===== config.mk =====
export PLATFORM = sky130hd
export DESIGN_NAME = gmii_rx_write
export DESIGN_NICKNAME = d
export VERILOG_FILES = /design/src/rtl/gmii_rx_write_pkg.sv /design/src/rtl/gmii_rx_write.sv
export SDC_FILE = /design/constraint.sdc
export NUM_CORES = 1
export LEC_CHECK = 0
export ABC_CLOCK_PERIOD_IN_PS = 2200
export BUFFER_PORTS_ARGS = -buffer_cell sky130_fd_sc_hd__buf_2
export CAP_MARGIN = 20
export CORE_MARGIN = 5
export CORE_UTILIZATION = 47
export DETAILED_ROUTE_END_ITERATION = 16
export GPL_ROUTABILITY_DRIVEN = 0
export PLACE_DENSITY = 0.8
export SYNTH_ARGS = -nofsm -noshare
export SYNTH_HDL_FRONTEND = slang
export SYNTH_SLANG_ARGS = --single-unit

===== constraint.sdc =====
create_clock -name i_clk -period 2.2 [get_ports i_clk]
set_clock_uncertainty 0.15 [all_clocks]
set_input_delay 0.33 -clock i_clk [delete_from_list [all_inputs] [get_ports i_clk]]
set_output_delay 0.33 -clock i_clk [all_outputs]
set_load 0.02 [all_outputs]

===== src/rtl/gmii_rx_write_pkg.sv =====
// Shared GMII receive definitions: FSM states, preamble/SFD bytes and the
// FIFO word format, common to the write and read sides of the frame FIFO.
package gmii_rx_write_pkg;

  typedef enum logic [2:0] {
    IDLE_S,
    PREAMBLE_S,
    FIRST_S,
    TRANS_S,
    DISCARD_S
  } rx_state_e;

  localparam logic [7:0] PREAMBLE_BYTE = 8'h55;
  localparam logic [7:0] SFD_BYTE      = 8'hD5;

  // Terminates a frame cut short by overflow or a receive error.
  localparam logic [8:0] TAIL_WORD = 9'h100;

  // bit8 flags the first and the last word of a frame.
  function automatic logic [8:0] mk_word(
    input logic       edge_flag,
    input logic [7:0] data
  );
    return {edge_flag, data};
  endfunction

endpackage


===== src/rtl/gmii_rx_write.sv =====
// GMII receive front end: strips preamble/SFD, timestamps the SFD and
// writes frame bytes into a 9-bit FIFO with first/last markers.
//   i_clk, i_rst_n          : RX clock, async active-low reset
//   i_gmii_rx_dv/_rx_er/rxd : GMII receive inputs
//   iv_relative_time        : free-running time, captured at SFD
//   iv_syned_global_time    : synced global time, captured at SFD
//   ov_*_time/o_timestamp_wr: captured times and update strobe
//   ov_data/o_data_wr       : FIFO write port, i_data_full almost-full
//   o_fifo_overflow_pulse   : frame dropped/truncated by full FIFO
//   o_rx_error_pulse        : rx_er or malformed preamble
module gmii_rx_write
  import gmii_rx_write_pkg::*;
(
  input  logic        i_clk,
  input  logic        i_rst_n,
  input  logic        i_gmii_rx_dv,
  input  logic        i_gmii_rx_er,
  input  logic [7:0]  iv_gmii_rxd,
  input  logic [18:0] iv_relative_time,
  input  logic [47:0] iv_syned_global_time,
  output logic [18:0] ov_relative_time,
  output logic [47:0] ov_global_time,
  output logic        o_timestamp_wr,
  output logic [8:0]  ov_data,
  output logic        o_data_wr,
  input  logic        i_data_full,
  output logic        o_fifo_overflow_pulse,
  output logic        o_rx_error_pulse
);

  rx_state_e  state_q;
  logic [7:0] hold_q;
  // Set while the held byte is the first of the frame, i.e. no word
  // of this frame has reached the FIFO yet.
  logic       first_q;

  always_ff @(posedge i_clk or negedge i_rst_n) begin
    if (!i_rst_n) begin
      state_q               <= IDLE_S;
      hold_q                <= 8'h00;
      first_q               <= 1'b0;
      ov_relative_time      <= '0;
      ov_global_time        <= '0;
      o_timestamp_wr        <= 1'b0;
      ov_data               <= 9'h000;
      o_data_wr             <= 1'b0;
      o_fifo_overflow_pulse <= 1'b0;
      o_rx_error_pulse      <= 1'b0;
    end else begin
      o_timestamp_wr        <= 1'b0;
      o_data_wr             <= 1'b0;
      o_fifo_overflow_pulse <= 1'b0;
      o_rx_error_pulse      <= 1'b0;
      unique case (state_q)
        IDLE_S: begin
          if (i_gmii_rx_dv) begin
            if (!i_gmii_rx_er && iv_gmii_rxd == PREAMBLE_BYTE) begin
              state_q <= PREAMBLE_S;
            end else begin
              state_q          <= DISCARD_S;
              o_rx_error_pulse <= 1'b1;
            end
          end
        end
        PREAMBLE_S: begin
          if (!i_gmii_rx_dv) begin
            state_q <= IDLE_S;
          end else if (i_gmii_rx_er) begin
            state_q          <= DISCARD_S;
            o_rx_error_pulse <= 1'b1;
          end else if (iv_gmii_rxd == PREAMBLE_BYTE) begin
            state_q <= PREAMBLE_S;
          end else if (iv_gmii_rxd == SFD_BYTE) begin
            state_q          <= FIRST_S;
            ov_relative_time <= iv_relative_time;
            ov_global_time   <= iv_syned_global_time;
            o_timestamp_wr   <= 1'b1;
          end else begin
            state_q          <= DISCARD_S;
            o_rx_error_pulse <= 1'b1;
          end
        end
        FIRST_S: begin
          if (!i_gmii_rx_dv) begin
            state_q <= IDLE_S;
          end else if (i_gmii_rx_er) begin
            state_q          <= DISCARD_S;
            o_rx_error_pulse <= 1'b1;
          end else if (i_data_full) begin
            state_q               <= DISCARD_S;
            o_fifo_overflow_pulse <= 1'b1;
          end else begin
            state_q <= TRANS_S;
            hold_q  <= iv_gmii_rxd;
            first_q <= 1'b1;
          end
        end
        TRANS_S: begin
          if (!i_gmii_rx_dv) begin
            // A lone byte would make a one-word frame: drop it.
            state_q <= IDLE_S;
            if (!first_q) begin
              ov_data   <= mk_word(1'b1, hold_q);
              o_data_wr <= 1'b1;
            end
          end else if (i_gmii_rx_er) begin
            state_q          <= DISCARD_S;
            o_rx_error_pulse <= 1'b1;
            if (!first_q) begin
              ov_data   <= TAIL_WORD;
              o_data_wr <= 1'b1;
            end
          end else if (i_data_full) begin
            // Almost-full leaves room for this one closing word.
            state_q               <= DISCARD_S;
            o_fifo_overflow_pulse <= 1'b1;
            if (!first_q) begin
              ov_data   <= TAIL_WORD;
              o_data_wr <= 1'b1;
            end
          end else begin
            ov_data   <= mk_word(first_q, hold_q);
            o_data_wr <= 1'b1;
            hold_q    <= iv_gmii_rxd;
            first_q   <= 1'b0;
          end
        end
        DISCARD_S: begin
          if (!i_gmii_rx_dv) begin
            state_q <= IDLE_S;
          end
        end
        default: state_q <= IDLE_S;
      endcase
    end
  end

endmodule


==> impl_metrics.yaml <==
yosys:
  syn_area_um2: 3570
  synth_top_area_share_pct: 64.5
  syn_nets: 310
  ys_ff_latch: 92
  synthCells: 230
  yosysTopAreaCell: "dfrtp_1"
  synth.distinct_cells: 28
  yosys_warnings: 0
  synth-seq-area-share_pct: 64.5
  synthTopCellsByArea: "dfrtp_1 64%, mux2_2 21%, mux2_4 3.4%"
  syn_avg_cell_area_um2: 15.5
routing:
  drtPass1Iterations: 5
  drt_iter0_markers: 37
  route.vias.total: 2428
  totalWireLength_mm: 7.87
  route.detailed.drc: 0
  post_drt_wl_per_cell_um: 15.8
  ant_nets: 0
  avgViaCountPerCell: 4.88
setup_path:
  cpPeakStageDelay_ns: 0.46
  r2r_cells: 5
  worstSetupPathType: "reg2reg"
  crit_fanout: 40
  crit_slowest_cell: "dfrtp_1"
  arrival_ns: 1.97
  r2r-start: "state_q[2]$_DFFE_PN0P_"
  crit_chain: "nor2b_1, nand3_1, or2_2, buf_12, mux2_2"
  ff2ff_setup_slack_ns: 0.30
  start_kind: "register"
  worstPathRequired_ns: 2.28
  end_kind: "register"
  timing.rr.end: "ov_global_time[25]$_DFFE_PN0P_"
sta:
  fin_crit_sh_pct: 86.2
  maxSlewViolCount: 0
  hold_viol: 0
  tns_ns: 0
  timing.slew.headroom_pct: 64.6
  layout_min_cycle_time_ns: 1.90
  rsz0062_at_grt: "false"
  setup_viol: 0
  worst_pin_slew_ns: 0.531
  fmax_mhz: 527
  worst_slack_ns: 0.304
  hold_slack_ns: 0.0588
grt:
  grt_use_total_pct: 17.0
  grt_pass1_vias: 2584
  grt_pass1_wl_mm: 13.0
  antenna_found_initial: 0
  grt_overflow: 0
  grt_max_degree: 44
status:
  status: "finished clean"
cts:
  cts_sinks: 92
  cts_setup_buffers: 0
  cts_tree: "built"
  cts_max_path_buffers: 2
  htree_levels: 3
  clock_latency_ns: 0.34
  cts.clk_slew.worst_paths_ns: 0.09
  clock-root-buffer: "clkbuf_8"
  cts-buffers-inserted: 9
finish:
  area_delta_synth_final_pct: 31.7
  postLayoutCellArea_um2: 4700
  antenna_cells: 0
  drive_gt1_share_pct: 64.2
  fin_nets: 474
hold_path:
  whs_path_depth: 2
  hp-class: "in2reg"
  hold_end: "ov_relative_time[9]$_DFFE_PN0P_"
  worstHoldStart: "iv_relative_time[9]"
floorplan:
  dieWidth_um: 97.2
  core-area_um2: 7330
  io_pins: 160
  dieArea_um2: 9440
  die_h_um: 97.2
  initial_core_util_pct: 48.7
  rows: 31
place:
  dpl.hpwl_mm: 5.99
  dpl_worst_slack_ns: 0.201
  place_area_um2: 4490
  io_buffers: 159
power_and_ir_drop:
  p_leak_nw: 2.81
  power.density_nw_per_um2: 631
  peakVddDrop_v: 0.000400
  total_power_mw: 2.97
run:
  maxCapViolCount: 0
-- where the power goes --
part / leakage [nW] / internal [mW] / switching, mW
Combinational: 1.43 / 0.0671 / 0.0686
Sequential: 1.28 / 1.69 / 0.00355
Clock: 0.0999 / 0.561 / 0.574
Total: 2.81 / 2.32 / 0.646
-- per-stage QoR --
step,std cells,util [%]
2_1_floorplan,230,-
3_3_place_gp,481,61.3
3_5_place_dp,481,61.3
4_1_cts,498,64.2
5_1_grt,498,64.2
6_report,498,64.2
-- area by class of cell --
class | instances | area (um^2)
Inverter | 4 | 15.0
Fill cell | 588 | 2630
Multi-Input combinational cell | 122 | 1180
Sequential cell | 92 | 2300
Clock inverter | 5 | 60.1
Tap cell | 99 | 124
Timing Repair Buffer | 165 | 883
Clock buffer | 11 | 141
-- cell usage after synthesis --
master    count
dfrtp_1      92
a22oi_1       1
mux2_2       67
a22o_1        9
nand3_1       2
inv_1         4
clkbuf_1      3
nand2_1       6
a21boi_0      1
nor2_1        5
nor3b_1       1
buf_6         3
o21ai_0       2
a311oi_1      1
buf_2         6
nor2b_1       3
a21oi_1       4
or2_1         1
nor3_1        1
or4_1         1
and4bb_2      1
a211oi_1      1
a21o_1        1
and4b_1       1
nand2b_1      2
mux2_4        8
and4bb_1      1
or3_1         2
-- what timing repair did --
action / 4_1_cts / 5_1_grt
endpoints found under the hold margin: 41 / 0
resized for setup: 0 / 0
hold buffers: 1 / 0
-- how the worst max path moves through the flow --
stage | start | endpoint | cells after the start
after floorplan | state_q[1]$_DFFE_PN0P_ | ov_global_time[38]$_DFFE_PN0P_ | 8
final | state_q[2]$_DFFE_PN0P_ | ov_global_time[25]$_DFFE_PN0P_ | 5
after CTS | state_q[2]$_DFFE_PN0P_ | ov_global_time[43]$_DFFE_PN0P_ | 5
after global placement | iv_gmii_rxd[3] | ov_global_time[43]$_DFFE_PN0P_ | 6
after detailed placement | iv_gmii_rxd[3] | ov_global_time[44]$_DFFE_PN0P_ | 6
after global routing | state_q[2]$_DFFE_PN0P_ | ov_global_time[30]$_DFFE_PN0P_ | 5
-- routing by layer --
metal / wire [um] / vias up / GRT usage (%) / share of wire [%]
li1: - / 1136 / - / -
met1: 3370 / 1167 / 21.7 / 43
met2: 3680 / 117 / 27.4 / 47
met3: 747 / 8 / 5.74 / 9.5
met4: 76 / 0 / 5.18 / 0.97
met5: 0 / - / 0 / 0
-- placed cells by master, fill, tap and decap left out --
cell             n
a211oi_1         1
a21boi_0         1
a21o_1           1
a21oi_1          4
a22o_1           9
a22oi_1          1
a311oi_1         1
and4b_1          1
and4bb_1         1
and4bb_2         1
buf_12           3
buf_2          158
buf_4            3
bufinv_16        1
clkbuf_1         1
clkbuf_8        10
clkinv_2         1
clkinv_4         1
clkinvlp_4       1
dfrtp_1         92
dlygate4sd3_1    1
inv_1            4
inv_6            1
mux2_2          67
mux2_4           8
nand2_1          6
nand2b_1         2
nand3_1          2
nor2_1           5
nor2b_1          3
nor3_1           1
nor3b_1          1
o21ai_0          2
or2_2            1
or3_1            2
or4_1            1
-- kinds of logic after synthesis --
group                  count (synthesis)  synth area share (%)
flip-flops                            92                  64.5
AND/OR/NAND/NOR                       27                  4.38
AO/OA/AOI/OAI                         20                  4.14
buffers and inverters                 16                  2.52
multiplexers                          75                  24.5
-- critical path, delay by kind of cell, from the launching register on --
kind	cells	cell delay (ns)
flip-flops	1	0.46
multiplexers	1	0.29
AND/OR/NAND/NOR	3	0.66
buffers and inverters	1	0.20
-- sequential cells by signal, summed over array words and instances (netlist names) --
name,cells
hold_q,8
o_rx_error_pulse,1
o_timestamp_wr,1
ov_global_time,48
o_fifo_overflow_pulse,1
first_q,1
state_q,3
ov_data,9
ov_relative_time,19
o_data_wr,1
Note: power is estimated with default switching activity, not from simulation.
